[src/rtl/led_scanner.sv]
// ---------------------------------------------------------------------------
// led_scanner
//   LED scanner with one lit head and a trailing tail. A built-in prescaler
//   moves the head across N_LEDS outputs at a rate set at runtime. There are
//   four modes: bounce (ping-pong), wrap-up, wrap-down and hold.
//
// Parameters
//   N_LEDS  number of LED outputs (>= 2)
//   TAIL    number of lit LEDs behind the head (0 .. N_LEDS-1)
//   DIV_W   width of the prescaler compare value and counter
//
// Ports
//   clk      fabric clock; all logic runs on posedge
//   rst      synchronous reset, active high; overrides en
//   en       1 = prescaler and stepping run, 0 = all state is frozen
//   mode     00 bounce, 01 wrap-up, 10 wrap-down, 11 hold
//   div      step period minus 1, in clk cycles
//   led_out  registered LED pattern
//   dir_out  current direction: 0 = up (toward MSB), 1 = down
//   step     one-cycle pulse on the cycle the head has just moved
// ---------------------------------------------------------------------------
module led_scanner #(
    parameter int N_LEDS = 8,
    parameter int TAIL   = 2,
    parameter int DIV_W  = 27
) (
    input  logic              clk,
    input  logic              rst,
    input  logic              en,
    input  logic [1:0]        mode,
    input  logic [DIV_W-1:0]  div,
    output logic [N_LEDS-1:0] led_out,
    output logic              dir_out,
    output logic              step
);

    localparam int          POS_W  = $clog2(N_LEDS);
    localparam int unsigned N_U    = N_LEDS;
    localparam int unsigned TAIL_U = TAIL;
    localparam logic [POS_W-1:0] POS_MAX = POS_W'(N_LEDS - 1);

    typedef enum logic [1:0] {
        MODE_BOUNCE    = 2'b00,
        MODE_WRAP_UP   = 2'b01,
        MODE_WRAP_DOWN = 2'b10,
        MODE_HOLD      = 2'b11
    } mode_t;

    typedef enum logic {
        DIR_UP   = 1'b0,
        DIR_DOWN = 1'b1
    } dir_t;

    logic [DIV_W-1:0]  cnt;
    logic [POS_W-1:0]  pos;
    dir_t              dir;

    mode_t             mode_q;
    logic              tick;
    logic              moving;
    logic              wrap;
    logic [POS_W-1:0]  pos_nxt;
    dir_t              dir_nxt;
    logic [N_LEDS-1:0] pat_nxt;

    // Next head position and direction on a prescaler tick.
    always_comb begin
        mode_q  = mode_t'(mode);
        tick    = en && (cnt >= div);
        moving  = 1'b0;
        wrap    = 1'b0;
        pos_nxt = pos;
        dir_nxt = dir;
        if (tick) begin
            case (mode_q)
                MODE_BOUNCE: begin
                    moving = 1'b1;
                    if (dir == DIR_UP) begin
                        if (pos == POS_MAX) begin
                            dir_nxt = DIR_DOWN;
                            pos_nxt = POS_MAX - 1'b1;
                        end else begin
                            pos_nxt = pos + 1'b1;
                        end
                    end else begin
                        if (pos == '0) begin
                            dir_nxt = DIR_UP;
                            pos_nxt = POS_W'(1);
                        end else begin
                            pos_nxt = pos - 1'b1;
                        end
                    end
                end
                MODE_WRAP_UP: begin
                    moving  = 1'b1;
                    wrap    = 1'b1;
                    dir_nxt = DIR_UP;
                    pos_nxt = (pos == POS_MAX) ? '0 : pos + 1'b1;
                end
                MODE_WRAP_DOWN: begin
                    moving  = 1'b1;
                    wrap    = 1'b1;
                    dir_nxt = DIR_DOWN;
                    pos_nxt = (pos == '0) ? POS_MAX : pos - 1'b1;
                end
                default: begin
                    moving = 1'b0;
                end
            endcase
        end
    end

    // Pattern built from the next head/direction so that led_out lands on
    // the same edge as pos/dir. Tail bits trail opposite to the direction;
    // they wrap in the wrap modes and are dropped at the ends otherwise.
    always_comb begin
        pat_nxt          = '0;
        pat_nxt[pos_nxt] = 1'b1;
        for (int unsigned k = 1; k < N_U; k++) begin
            if (k <= TAIL_U) begin
                if (dir_nxt == DIR_UP) begin
                    if (wrap)
                        pat_nxt[POS_W'((32'(pos_nxt) + N_U - k) % N_U)] = 1'b1;
                    else if (32'(pos_nxt) >= k)
                        pat_nxt[POS_W'(32'(pos_nxt) - k)] = 1'b1;
                end else begin
                    if (wrap)
                        pat_nxt[POS_W'((32'(pos_nxt) + k) % N_U)] = 1'b1;
                    else if (32'(pos_nxt) + k < N_U)
                        pat_nxt[POS_W'(32'(pos_nxt) + k)] = 1'b1;
                end
            end
        end
    end

    always_ff @(posedge clk) begin
        if (rst) begin
            cnt     <= '0;
            pos     <= '0;
            dir     <= DIR_UP;
            step    <= 1'b0;
            led_out <= N_LEDS'(1);
        end else if (en) begin
            cnt  <= tick ? '0 : cnt + 1'b1;
            pos  <= pos_nxt;
            dir  <= dir_nxt;
            step <= moving;
            // Hold mode leaves the displayed pattern exactly as it was.
            if (moving)
                led_out <= pat_nxt;
        end else begin
            step <= 1'b0;
        end
    end

    always_comb dir_out = (dir == DIR_DOWN);

endmodule

[config.mk]
export PLATFORM = sky130hd
export DESIGN_NAME = led_scanner
export DESIGN_NICKNAME = d
export VERILOG_FILES = /design/src/rtl/led_scanner.sv
export SDC_FILE = /design/constraint.sdc
export NUM_CORES = 1
export LEC_CHECK = 0
export ABC_AREA = 1
export CORE_MARGIN = 2
export CORE_UTILIZATION = 50
export CTS_BUF_LIST = sky130_fd_sc_hd__clkbuf_8
export DETAILED_ROUTE_END_ITERATION = 16
export PLACE_DENSITY = 0.73
export SLEW_MARGIN = 0
export SYNTH_ARGS = -nofsm -noshare
export SYNTH_HDL_FRONTEND = slang
export SYNTH_SLANG_ARGS = --single-unit
[constraint.sdc]
create_clock -name clk -period 3.42 [get_ports clk]
set_input_delay 0.513 -clock clk [delete_from_list [all_inputs] [get_ports clk]]
set_output_delay 0.513 -clock clk [all_outputs]
set_load 0.005 [all_outputs]
; After elaboration in Yosys (flattened, before gate mapping)
; Cells that the tools add are included.
[word_totals]
register_bits = 40
in_bits = 32
wordCells = 99
[op_classes]
eq_ne = 3
reduce_logical = 14
n_bitwise = 7
add_sub_neg = 10
magnitude_cmp = 19
muxes = 41
[ops]
columns = op, n
row1 = $mux 8, 10
row2 = $lt 32x4->1 const B, 2
row3 = $or 8x8->8, 6
row4 = $lt 3x4->1 const B, 7
row5 = $add 27x1->27 const B, 1
row6 = $ge 27x27->1, 1
row7 = $mux 27, 1
row8 = $ge 3x1->1 const B, 8
row9 = $demux 1 s3, 7
row10 = $mux 3, 6
row11 = $mux 1, 15
row12 = $pmux 3 s3, 1
row13 = $sub 3x1->3 const B, 3
row14 = $logic_and 1x1->1, 8
row15 = $add 3x1->3 const B, 2
row16 = $sub 3x2->3 const B, 2
row17 = $add 3x1->4 const B, 1
row18 = $add 3x2->4 const B, 1
row19 = $reduce_or 2->1, 2
row20 = $eq 3x3->1 const B, 1
row21 = $ge 3x2->1 const B, 1
row22 = $logic_not 3->1, 1
row23 = $pmux 1 s3, 1
row24 = $reduce_or 3->1, 1
row25 = other kinds (5), 5

; Depth between registers and ports, before layout
; Gate-level depths: netlist of the first run.
[depth]
ltp_word = 18
ltp_mapped = 24
mapped_depth_nobuf = 24

; Least setup slack after synthesis of the first run
; No wires, ideal clock.
[synth_path]
path_kind = input to register
from = input div[26]
to = register led_out[3]
slack_ns = 0.661
cell_stages = 20
setup_time_ns = 0.071
arrival_ns = 2.688
required_time_ns = 3.349
cell_sequence = inv_1 > ha_1 > a21o_1 > nor2_1 > nand2_1 > a21oi_2 > nand3_4 > nand2_8 > nand2_4 > nand2_4 > inv_1 > ha_1 > inv_1 > a21oi_1 > nand2_1 > nand2_1 > nand2_1 > nand2_1 > nand2_1 > a21oi_1
[synth_via]
elab_chain_len = 16
word_cells_on_any_way = 69
[synth_lines]
columns = element, line
row1 = start: declaration, 31  ; input logic [DIV_W-1:0] div,
row2 = $ge 27x27->1 *, 69  ; tick = en && (cnt >= div);
row3 = $logic_and 1x1->1 *, 69
row4 = $mux 3 *, 74  ; if (tick) begin
row5 = via pos_nxt[1], 62  ; logic [POS_W-1:0] pos_nxt;
row6 = $add 3x1->3 (tied with other cells), 123  ; pat_nxt[POS_W'((32'(pos_nxt) + N_U - k) % N_U)] = 1'b1;
row7 = $sub 3x1->3 (tied with other cells), 123
row8 = $lt 3x4->1 (implied by the code) (tied with other cells), 123
row9 = $logic_and 1x1->1 (implied by the code) (tied with other cells), 123
row10 = $mux 1 (implied by the code) (tied with other cells), 123
row11 = $demux 1 s3 / $or 8x8->8 (equally long branches), --
row12 = $or 8x8->8 (no source line) (tied with other cells), --
row13 = $mux 8 (on tied branches), "122, 127"
row14 = $mux 8, 121  ; if (dir_nxt == DIR_UP) begin
row15 = $or 8x8->8 (no source line), --
row16 = $mux 8 (on tied branches), "124, 129"
row17 = $mux 8 (on tied branches), "122, 127"
row18 = $mux 8 *, 121
row19 = end signal: assignment, 150  ; led_out <= pat_nxt;
row20 = end: declaration, 32  ; output logic [N_LEDS-1:0] led_out,
; The timed path passes the listed nets; every way through them passes the cells marked *.
; A chain may end at the register's enable or synchronous reset.

; Worst setup path in the final report of the first run
[layout_path]
from = input div[10]
to = register led_out[7]
; The elaborated chain is that of the path after synthesis.

==> results of run 1 <==
[registers in the layout, indices dropped and copies added (netlist names)]
| name | cells |
|---|---|
| cnt | 27 |
| led_out | 8 |
| pos | 3 |
| dir_out | 1 |
| step | 1 |
[cell families after synthesis]
kind of cell / count (synthesis)
fa+ha+maj: 41
simple gates: 257
flops: 40
xor+xnor: 11
compound gates: 68
buf+inv: 93
[timing repair]
action,4_1_cts,5_1_grt
resized for setup,0,1
endpoints found under the setup margin,0,2
hold buffers,0,0
setup buffers,0,0
[metal layers]
layer,routed length [um],vias to the layer above,GRT usage
met1,3506,1507,0.2755
met3,268,15,0.02952
met5,0,-,0
met4,122,0,0.06250
met2,3833,70,0.3909
li1,-,1746,-
[cell type report]
type / instances / share of cell area
clock inverter: 3 / 0.01139
multi-input combinational: 377 / 0.5545
sequential: 40 / 0.1970
clock buffer: 5 / 0.01693
tap: 80 / 0.02463
inverter: 86 / 0.07974
timing repair buffer: 49 / 0.1158
[through the flow]
| stage | setup WS, ps | std cells | cell area [um2] |
|---|---|---|---|
| after global placement | 108.4 | 632 | 3945 |
| after CTS | 309.1 | 640 | 4060 |
| after global routing | 3.695 | 640 | 4064 |
| after detailed placement | 10.87 | 632 | 3945 |
| after floorplan | 661.4 | 510 | 3415 |
| final | 278.7 | 640 | 4064 |
[where the power goes]
group	switching, mW	internal [mW]
clock network	0.185	0.220
registers	0.00176	0.467
logic	0.0520	0.0554
[cell usage in the layout, fill, tap and decap left out, drive strengths merged, types with 2 or more instances in the layout]
cell           instances
nor3b                  4
nand3                 34
nor3                  11
dfxtp                 40
buf                    8
nand2                120
a21oi                 34
inv                   86
xor2                   8
o21ai                 21
o211ai                 2
ha                    41
nor2                  67
a21o                   3
o31ai                  3
nand4                 13
nor4                   5
xnor2                  3
clkbuf                 5
clkdlybuf4s50         41
[critical path, cell delays in order]
cell and delay, ps:
clkdlybuf4s50_1 460, inv_1 40, ha_1 300, nand2_1 80, nor2_1 170, and2_1 140
nand2_1 40, nand3_1 90, nand2_1 90, nand3_4 150, nand3_2 150, nand2_4 130
inv_2 50, ha_1 320, inv_1 100, a21oi_2 150, nand2_1 70, nand2_1 60
nand2_1 50, nand2_1 60, nand2_1 50, a21oi_1 110
[path summary, 6_finish.rpt]
kind	end	cells past startpoint
max reg2reg	led_out[7]	18
min	led_out[2]	2
min reg2reg	led_out[2]	2
max	led_out[7]	22
==> metrics.cfg, run 1 <==
[run_status]
status=completed

[synth]
synth-compound-area-share=0.1121
ys_types=42
async_flop_share=0
synth_top_area_cell=dfxtp_1
synthTopCellsByCount=nand2_1, inv_1, nor2_1, ha_1, dfxtp_1
ys.flop_type=dfxtp_1
yosysMostFrequentCell=nand2_1
syn_nets=583
synth_mux_area_frac=0
synth_cells=510
yosysWarnings=0
synth-xor-area-share=0.02822
synth_top_family_by_area=simple AND/OR/NAND/NOR gates
seq_area_frac_synth=0.2345
synth_edf_count=0
synthAdderAreaFrac=0.1502
synth_area_leaders=dfxtp_1, ha_1, nand2_1
synth-seq-cells=40
synth_top_area_frac=0.2345
syn_area_per_cell_um2=6.695
synth_area_um2=3415
synth-simple-area-share=0.3683

[final_layout]
regArea_um2=800.8
drive_gt1_frac=0.08750
utilization=0.6048
area_growth_pct=19.02
diodes=0
multi_input_area_um2=2253
final_nets=632
fillCellCount=629

[setup_path]
cp_max_fo=6
timing.rr.start=pos[0]
worstSetupStartpoint=div[10]
crit_type=input port to flop
worstPathArrival_ps=3370
crit_path_end_kind=flop
r2r_slack_ps=540
required_ps=3650
start_kind=input port

[sta]
fin_tns_setup_ps=0
worstMarginPinSlew_ps=420.1
fin_hold_ws_ps=465.6
rsz0062_at_grt=false
fmax_mhz=318.3
relSlewSlack=0.7178
drv_slew=0
setup_violations=0
fin_crit_sh=0.9185
fin_skew_ps=13.36
hold_viol_final=0
fin_crit_ps=3141

[detailed_routing]
via_count=3338
wl_um=7731
drcViolationCount=0
first_pass_iters=4
via_per_inst=5.216
drt_iter0_markers=100
antenna_left=0
wire_per_inst_um=12.08

[power]
ir_drop_uv=184.3
p_leak_nw=1.854
power_mw=0.9813
p_per_area_nw_per_um2=241.5

[worst_hold_path]
hold_start=led_out[2]
hp-class=flop to flop

[floorplan]
die-area_um2=7506
die_x_um=86.64
fp.dieH_um=86.64
coreArea_um2=6719
ios=42
placementRows=30
start_util=0.5082

[placed_design]
io_buffer_count=41
gp_congestion=0.8942
place_hpwl_um=6148

[grt]
grt_pass1_vias=3157
antenna_found_initial=0
track_usage=0.2195
grt_pass1_wl_um=13490
grt_max_degree=25
grt_overflow=0

[job]
drv_cap=0

[clock_network]
cts_buffers=5
clockBufferDepth=2
cts_tree=done
cts_root_buffer=clkbuf_8
clock_sinks=40
h-tree-depth=2
worstSkewPairLatency_ps=300
clkTransAtPathRegs_ps=70

No activity file was read; power rests on OpenSTA's default activity.
==> run 2: changes to the inputs <==
==> constraint.sdc (replaced) <==
create_clock -name clk -period 2.9 [get_ports clk]
set_input_delay 0.435 -clock clk [delete_from_list [all_inputs] [get_ports clk]]
set_output_delay 0.435 -clock clk [all_outputs]
set_load 0.005 [all_outputs]
==> run 2 against run 1 <==
Critical path depth is 1 lower. Sequential share of layout area shrank 3.3 points. Largest power group unchanged. Via count rose by 6.5%. Final area rose by 20%. First-iteration DRC count is 32% higher. Largest cell class unchanged. Die area stayed put.
==> metrics.cfg, run 2 (synthesized netlist as in run 1, its figures left out) <==
[run_status]
status=completed

[floorplan]
die-area_um2=7506
coreArea_um2=6719
placementRows=30
fp.dieH_um=86.64
ios=42
start_util=0.5082
die_x_um=86.64

[setup_path]
crit_type=input port to flop
cp_max_fo=4
timing.rr.start=cnt[22]
start_kind=input port
worstSetupStartpoint=div[21]
required_ps=3140
crit_path_end_kind=flop
r2r_slack_ps=200
reg2reg_to=led_out[7]
worstPathArrival_ps=3110
reg2reg_depth=20
endpoint=led_out[7]

[clock_network]
ctsHoldBuffers=0
clock_sinks=40
cts_tree=done
h-tree-depth=2
worstSkewPairLatency_ps=300
cts_buffers=5
cts_root_buffer=clkbuf_8
clkTransAtPathRegs_ps=90
clockBufferDepth=2

[grt]
grt_pass1_wl_um=14390
met3_usage=0.03238
grt-busiest-layer=met2
antenna_found_initial=0
grt_max_degree=19
track_usage=0.2343
grt_overflow=0
grt_pass1_vias=3429
met1_usage=0.2830
grt_use_met2=0.4364

[final_layout]
diodes=0
largest_register_ffs=27
drive_gt1_frac=0.2857
largestRegisters=cnt (27), led_out (8), pos (3)
final_common_cell=nand2_1
fillCellCount=511
regMostFlops=cnt
area_growth_pct=43.09
final_nets=667
layout_common_cells=nand2_1, nor2_1, inv_1

[detailed_routing]
drcViolationCount=0
antenna_left=0
wire_per_inst_um=13.64
via_per_inst=5.265
wl_um=9206
first_pass_iters=6
drt_iter0_markers=132
via_count=3554

[power]
p_switching_mw=0.3061
seqPwrFrac=0.459
p_int_mw=0.8991
p_per_area_nw_per_um2=246.7
p_leak_nw=2.180
power_frac_clock=0.389
ir_drop_uv=278.4
power_mw=1.205
power_frac_comb=0.152
swShare=0.2540

[placed_design]
gp_congestion=0.9088
io_buffer_count=41
place_hpwl_um=6491
dp_slack_ps=-388.6

[sta]
fmax_mhz=349.0
relSlewSlack=0.7306
fin_crit_ps=2865
worstMarginPinSlew_ps=401.0
fin_crit_sh=0.9881
drv_slew=0
fin_ws_ps=34.60
fin_skew_ps=10.25
hold_viol_final=0
setup_violations=0

[worst_hold_path]
hp-class=flop to flop
hold_start=led_out[5]

[job]
drv_cap=0

[run 2: final cells by class]
type                    count  area (um2)  share of cell area
clock buffers               5       68.82             0.01408
clock inverters             3       42.54            0.008707
inverters                  86       326.6             0.06684
multi-input cells         377        2754              0.5636
flip-flops and latches     40       800.8              0.1639
well taps                  80       100.1             0.02049
repair buffers             84       793.3              0.1624
[run 2: worst min-delay path by stage]
| stage | endpoint | cells after the start |
|---|---|---|
| global route | led_out[7] | 2 |
| CTS | led_out[5] | 2 |
| floorplan | cnt[23] | 2 |
| global placement | led_out[0] | 2 |
| detailed placement | led_out[5] | 2 |
| finish | led_out[5] | 2 |
[run 2: metrics by stage]
stage	cell area (um2)	cells	utilization	hold slack [ps]	TNS, ps
after floorplan	3415	510	-	452.0	0
after global placement	4198	664	0.6248	456.3	-2012
after detailed placement	4198	664	0.6248	466.6	-2563
after CTS	4358	673	0.6486	478.7	0
after global routing	4886	675	0.7272	498.2	-826.6
final	4886	675	0.7272	471.7	0
[run 2: power by group through the flow]
stage,Combinational [mW],Clock (mW),Sequential [mW]
after floorplan,0.0648,0,0.565
after global placement,0.135,0,0.566
after detailed placement,0.140,0,0.566
after CTS,0.142,0.478,0.553
after global routing,0.201,0.498,0.554
final,0.183,0.469,0.554
[run 2: worst max-delay path, cell delays in order]
cell and delay (ps):
clkdlybuf4s50_1 460, inv_1 70, ha_4 270, nand2_1 60, inv_2 60, nand4_1 220
nor2_1 190, nand2_2 80, nand3_4 150, nand3_4 110, nand2_4 120, inv_4 50
ha_4 270, inv_2 40, a21oi_2 110, nand2_1 60, nand2_1 60, nand2_1 50
nand2_1 70, nand2_2 50, a21oi_2 120
[run 2: what timing repair did]
| item | 4_1_cts | 5_1_grt |
|---|---|---|
| endpoints found under the hold margin | 0 | 0 |
| resized for setup | 8 | 113 |
| pin swaps | 4 | 42 |
| buffers inserted | 1 | 2 |
| endpoints found under the setup margin | 4 | 9 |
[run 2: routing by layer]
layer  share of wire  up-vias
li1                -     1831
met1            0.42     1628
met2            0.53       75
met3           0.033       20
met4           0.019        0
met5               0        -
